### config.mk
export PLATFORM = sky130hd
export DESIGN_NAME = shift_unit_pipe
export DESIGN_NICKNAME = d
export VERILOG_FILES = /design/src/rtl/shift_unit_pipe.sv
export SDC_FILE = /design/constraint.sdc
export NUM_CORES = 1
export LEC_CHECK = 0
export ABC_AREA = 1
export CAP_MARGIN = 10
export CORE_ASPECT_RATIO = 0.9
export CORE_UTILIZATION = 54
export DETAILED_ROUTE_END_ITERATION = 7
export HOLD_SLACK_MARGIN = 0.06
export PLACE_DENSITY = 0.75
export RECOVER_POWER = 25
export SLEW_MARGIN = 20
export SYNTH_ARGS = -nofsm -noshare
export SYNTH_HDL_FRONTEND = slang
export SYNTH_SLANG_ARGS = --single-unit
### constraint.sdc
create_clock -name i_clk -period 7.1 [get_ports i_clk]
set_input_delay 1.42 -clock i_clk [delete_from_list [all_inputs] [get_ports i_clk]]
set_output_delay 1.42 -clock i_clk [all_outputs]
set_load 0.01 [all_outputs]
### src/rtl/shift_unit_pipe.sv
// Pipelined barrel shifter (SLL/SRL/SRA, optional ROL/ROR) with valid/ready stages and flush.
// Define SHIFT_UNIT_ROTATE_EN to make ROL (011) and ROR (100) legal.
module shift_unit_pipe #(
    parameter int unsigned XLEN      = 32,
    parameter int unsigned REG_EVERY = 1,
    parameter int unsigned TAG_W     = 5
) (
    input  logic                    i_clk,
    input  logic                    i_reset,
    input  logic                    i_flush,
    input  logic                    i_valid,
    output logic                    o_ready,
    input  logic [2:0]              i_op,
    input  logic [XLEN-1:0]         i_operand,
    input  logic [$clog2(XLEN)-1:0] i_shamt,
    input  logic [TAG_W-1:0]        i_tag,
    output logic                    o_valid,
    input  logic                    i_ready,
    output logic [XLEN-1:0]         o_data,
    output logic [TAG_W-1:0]        o_tag,
    output logic                    o_illegal
);

    localparam int unsigned SHW = $clog2(XLEN);
    localparam int unsigned LAT = (SHW + REG_EVERY - 1) / REG_EVERY;

    typedef enum logic [2:0] {
        OP_SLL = 3'b000,
        OP_SRL = 3'b001,
        OP_SRA = 3'b010,
        OP_ROL = 3'b011,
        OP_ROR = 3'b100
    } op_e;

    typedef struct packed {
        logic [2:0]       op;
        logic             sign;
        logic [SHW-1:0]   shamt;
        logic [XLEN-1:0]  data;
        logic [TAG_W-1:0] tag;
        logic             illegal;
    } stage_t;

    logic [LAT-1:0]  valid_q, valid_d;
    logic [LAT-1:0]  ready;
    stage_t          stage_q [LAT];
    stage_t          stage_d [LAT];
    stage_t          in_stage;
    logic [XLEN-1:0] shifted [LAT];
    logic            in_illegal;

    function automatic logic [XLEN-1:0] shift_level(input logic [XLEN-1:0] d, input logic [2:0] op,
                                                    input logic sign, input int unsigned n);
        logic [XLEN-1:0] ones;
        ones = '1;
        case (op_e'(op))
            OP_SLL:  return d << n;
            OP_SRL:  return d >> n;
            OP_SRA:  return (d >> n) | ({XLEN{sign}} & ~(ones >> n));
`ifdef SHIFT_UNIT_ROTATE_EN
            OP_ROL:  return (d << n) | (d >> (XLEN - n));
            OP_ROR:  return (d >> n) | (d << (XLEN - n));
`endif
            default: return d;
        endcase
    endfunction

    function automatic logic [XLEN-1:0] stage_shift(input logic [XLEN-1:0] d, input logic [2:0] op,
                                                    input logic sign, input logic [SHW-1:0] shamt,
                                                    input int unsigned lo, input int unsigned hi);
        logic [XLEN-1:0] r;
        r = d;
        for (int unsigned k = 0; k < SHW; k++) begin
            if (k >= lo && k < hi && shamt[k]) r = shift_level(r, op, sign, 32'd1 << k);
        end
        return r;
    endfunction

    // Each register sits in front of its group of shift levels, so the
    // output levels are driven from the last register, never from i_operand.
    for (genvar s = 0; s < LAT; s++) begin : g_stage
        localparam int unsigned LO = s * REG_EVERY;
        localparam int unsigned HI = (LO + REG_EVERY > SHW) ? SHW : LO + REG_EVERY;
        assign shifted[s] = stage_shift(stage_q[s].data, stage_q[s].op, stage_q[s].sign,
                                        stage_q[s].shamt, LO, HI);
    end

    always_comb begin
`ifdef SHIFT_UNIT_ROTATE_EN
        in_illegal = i_op > 3'b100;
`else
        in_illegal = i_op > 3'b010;
`endif
        in_stage.op      = i_op;
        in_stage.sign    = !in_illegal && i_operand[XLEN-1];
        in_stage.shamt   = i_shamt;
        in_stage.data    = in_illegal ? '0 : i_operand;
        in_stage.tag     = i_tag;
        in_stage.illegal = in_illegal;
    end

    always_comb begin : ready_chain
        logic full;
        full  = 1'b1;
        ready = '0;
        for (int unsigned s = LAT; s > 0; s--) begin
            full       = full && valid_q[s-1];
            ready[s-1] = i_ready || !full;
        end
    end

    always_comb begin
        valid_d    = valid_q;
        stage_d[0] = stage_q[0];
        if (ready[0]) begin
            valid_d[0] = i_valid;
            if (i_valid) stage_d[0] = in_stage;
        end
        for (int unsigned s = 1; s < LAT; s++) begin
            stage_d[s] = stage_q[s];
            if (ready[s]) begin
                valid_d[s] = valid_q[s-1];
                if (valid_q[s-1]) begin
                    stage_d[s]      = stage_q[s-1];
                    stage_d[s].data = shifted[s-1];
                end
            end
        end
        if (i_flush) valid_d = '0;
    end

    always_ff @(posedge i_clk or posedge i_reset) begin
        if (i_reset) begin
            valid_q <= '0;
            for (int unsigned s = 0; s < LAT; s++) stage_q[s] <= '0;
        end else begin
            valid_q <= valid_d;
            for (int unsigned s = 0; s < LAT; s++) stage_q[s] <= stage_d[s];
        end
    end

    assign o_ready   = ready[0];
    assign o_valid   = valid_q[LAT-1];
    assign o_data    = shifted[LAT-1];
    assign o_tag     = stage_q[LAT-1].tag;
    assign o_illegal = stage_q[LAT-1].illegal;

endmodule

# Word level (Yosys, flattened, before mapping)
# Cells that the tools add are included.
# Widths: inputs -> output; s select.
dict set report op_classes {
  n_eq_ne 10
  bitwise_logic 5
  n_mux 17
  reduce_logical 31
  n_lt_le_gt_ge 1
}
# operator count
set op_table {}
lappend op_table {{$pmux 32 s3} 5}
lappend op_table {{$mux 32} 6}
lappend op_table {{$or 16x32->32} 1}
lappend op_table {{$or 24x32->32} 1}
lappend op_table {{$or 28x32->32} 1}
lappend op_table {{$or 30x32->32} 1}
lappend op_table {{$or 31x32->32} 1}
lappend op_table {{$eq 3x1->1 const B} 5}
lappend op_table {{$eq 3x2->1 const B} 5}
lappend op_table {{$logic_not 3->1} 5}
lappend op_table {{$reduce_and 2->1} 5}
lappend op_table {{$reduce_bool 2->1} 5}
lappend op_table {{$logic_not 1->1} 6}
lappend op_table {{$logic_and 1x1->1} 5}
lappend op_table {{$logic_or 1x1->1} 5}
lappend op_table {{$mux 1} 5}
lappend op_table {{$mux 5} 1}
lappend op_table {{$gt 3x2->1 const B} 1}
dict set report word_totals {
  input_bits 50
  reg_bits 240
}

# Depth between registers and ports, before layout
dict set report depth {
  ltp_word 8
  mapped_depth 10
  mapped_depth_nobuf 8
}

# Worst setup path before layout
# OpenSTA, ideal clock, no wires.
dict set report synth_path {
  path_kind {input to output}
  startpoint {input i_ready}
  endpoint {output o_ready}
  n_path_buf 1
  path_stages 5
  arrival_ns 2.002
  path_slack_ns 3.678
  cell_sequence {nor2_4 -> nand3_2 -> nor2_2 -> nand2_2 -> buf_2}
}
dict set report synth_between {
  elab_chain_cells 1
}
# element line_no
set synth_lines {}
lappend synth_lines {{from (decl)} 18} ;# input logic i_ready,
lappend synth_lines {{$logic_or 1x1->1} 108} ;# ready[s-1] = i_ready || !full;
lappend synth_lines {{to (decl)} 12} ;# output logic o_ready,
# Every way passes these cells.

# Worst setup path in the final report
# Same ends and word-level chain as after synthesis.

==> impl_results.md <==
* Rel. slew slack at -142%
* Status: finished, violations left
* Final ANT Viol Nets at 0
* Clk pin slew, worst setup/hold paths at 0.05 ns
* Flop-to-flop setup slack at ~4.5 ns
* Required time of the critical path at 5.68 ns
* Unrepaired setup endpoints after global routing: false
* Post-CTS Resized at 0
* Grt total ovfl at 0
* Total power at about 0.0044 W
* Clk sinks at roughly 230
* H-tree Lvls at 1
* First-pass GRT wire length at approximately 61 mm
* Fmax at about 190 MHz
* Nets at just over 2,000
* Async set-reset flop share out of synthesis at 100%
* CP arrival at 3.75 ns
* # hold bufs at CTS at 0
* DIE AREA at ~26,000 um2
* Die span in y at around 150 um
* Final instance area at 15,100 um2
* Top FF cell, synth: dfrtp_1
* Tmin final at 5.17 ns
* Clock Path Buffers at 3
* Hold Slack at approximately 0.47 ns
* Most common cell in the netlist: nand2_1
* CP max stage cell: clkdlybuf4s50_1
* Synth area leader: dfrtp_1
* Critical path type: primary input to output port
* Clk_lat worst skew at about 0.54 ns
* Syn nets at between 2,000 and 2,500
* Antenna Cells at 0
* Dpl cell area at ~14,000 um2
* Static leakage at roughly 7.8 nW
* Total track usage at 28.4%
* Syn Area/Cell at 6.74 um2
* Vias per std cell at about 5.6
* Crit path cell chain: dlygate4sd3_1, nor2_1, nand3_1, nor2_2, nand2_2, clkdlybuf4s50_1
* YS warnings at 0
* I/O pin cnt at 90
* Setup TNS at 0 ns
* First-pass DRT Iterations at 6
* Crit-path max FO at ~50
* Crit share post-route at approximately 73%
* #FFs+latches synth at 229
* Synthesized area at about 14,000 um2
* Synth area leaders: dfrtp_1 (41%), nand2_1 (23%), nand3_1 (13%)
* Post-synth top area share at about two fifths
* TritonCTS Buffers at 25
* Max Cap Viol at 1
* Initial antenna violation count at 0
* DRT iter0 DRCs at 1,634
* Multi-input gate area at 6570 um2
* Worst Skew at between 0.01 and 0.015 ns
* Pwr/cell area at around 290 nW/um2
* Worst Hold Class: flip-flop to flip-flop
* Final GP Congestion at 0.891
* Vias at ~13,000
* CORE AREA at roughly 25,000 um2
* Synthesis-to-finish area growth at 9.04%
* Synth Instances at 2,049
* Crit path max-delay family: buffers and inverters
* CTS root buffer: clkbuf_16
* Hold Violations, Final at 0
* Final Max Tran Viols at 68
* Number of core rows at 55
* # DRC at 0
* FILL cells at about 2,400
* Tightest Pin Transition at about 3.6 ns
* Library cells used by synthesis at 27
* Fraction of layout cells with a size suffix above 1 at under 10%
* Bufs and invs on worst path at 2
* Vias in the first global route at around 12,000
* Register area share after synthesis at 41.5%
* Reg area at about 5700 um2
* Crit path largest cell delay at roughly 0.67 ns
* Element type at the critical path start: primary input
* Post CTS Setup Buffer Count at 0
* Starting Density at ~55%
* Wire length after detailed routing at around 36 mm
* Worst vdd ir at 0.223 mV
* Violated checks: capacitance limit, slew limit
* Die X-Extent at approximately 170 um
* Post-synth top cells: nand2_1 (838), nand3_1 (371), dfrtp_1 (229), inv_1 (120), nor2_1 (90)
* Crit. End Element: output port
* # setup viols final at 0
* Number of port buffers at between 80 and 90
* CTS tree: done
* Post-detail-place hpwl at 23.8 mm
* Largest net degree at the start of global routing at approximately 160
* EDFF count, synth at 0
* Routed len/inst at about 15 um
[cells by family after synthesis]
| kind of cell | share of synthesized area (%) |
|---|---|
| AND/OR/NAND/NOR | 43.4 |
| buffers and inverters | 10.9 |
| flip-flops | 41.5 |
| AO/OA/AOI/OAI | 4.26 |
[power breakdown]
part / switching, W / leakage (nW) / internal (W)
Combinational: 0.000748 / 4.48 / 0.000474
Sequential: 0.000301 / 2.93 / 0.00155
Clock: 0.000521 / 0.399 / 0.000764
[path summary, 6_finish.rpt]
path,from,to,cells after the start
max,i_ready,o_ready,6
min reg2reg,stage_q[188],stage_q[188],2
min in group asynchronous,i_reset,stage_q[117],3
min,stage_q[188],stage_q[188],2
max reg2reg,stage_q[232],stage_q[147],6
max in group asynchronous,i_reset,o_tag[3],3
[through the flow]
| step | utilization [%] | instances | worst slack (ns) |
|---|---|---|---|
| 3_5_place_dp | 56.8 | 2311 | 2.18 |
| 5_1_grt | 60.0 | 2355 | 1.49 |
| 6_report | 60.0 | 2355 | 1.93 |
| 4_1_cts | 60.0 | 2354 | 2.18 |
| 3_3_place_gp | 56.8 | 2311 | 2.19 |
| 2_1_floorplan | - | 2049 | 2.69 |
[worst register-to-register path: cells and delay by family (launching register included)]
kind | cells | cell delay [ns]
flops | 1 | 1.12
simple gates | 4 | 1.07
compound gates | 1 | 0.17
buf+inv | 1 | 0.16
[layer usage]
metal,wire [um],global-route usage [%],vias to the layer above
met1,16500,42.3,6273
met2,15800,43.0,497
met3,2680,4.53,62
met5,0,0,-
li1,-,-,6437
met4,840,7.51,0
[registers in the layout, indices dropped and copies added, names as in the netlist]
name       cells
valid_q        5
stage_q      218
o_illegal      1
o_tag          5
[final cells by class]
type,instances,area share [%]
clock inverter,7,0.665
sequential,229,38.1
multi-input combinational,1506,43.6
tap,342,2.84
clock buffer,36,4.69
inverter,128,3.20
timing repair buffer,107,6.95
[placed cells by master, fill, tap and decap left out, types with 2 or more instances in the layout]
| master | synthesis | layout |
|---|---|---|
| a21oi_1 | 35 | 35 |
| a31oi_1 | 18 | 18 |
| buf_12 | 0 | 2 |
| buf_4 | 50 | 15 |
| bufinv_16 | 0 | 2 |
| clkbuf_1 | 54 | 8 |
| clkbuf_16 | 0 | 25 |
| clkbuf_8 | 0 | 4 |
| clkdlybuf4s50_1 | 0 | 87 |
| clkinv_2 | 0 | 4 |
| dfrtp_1 | 229 | 228 |
| dlygate4sd3_1 | 0 | 2 |
| inv_1 | 120 | 119 |
| inv_2 | 7 | 7 |
| nand2_1 | 838 | 837 |
| nand2_2 | 4 | 5 |
| nand3_1 | 371 | 373 |
| nand4_1 | 70 | 70 |
| nor2_1 | 90 | 90 |
| nor2_2 | 3 | 4 |
| nor2_4 | 4 | 3 |
| o21ai_0 | 42 | 42 |
| o21ai_1 | 13 | 13 |
| or2_2 | 10 | 10 |
Note: power is estimated with default switching activity, not from simulation.
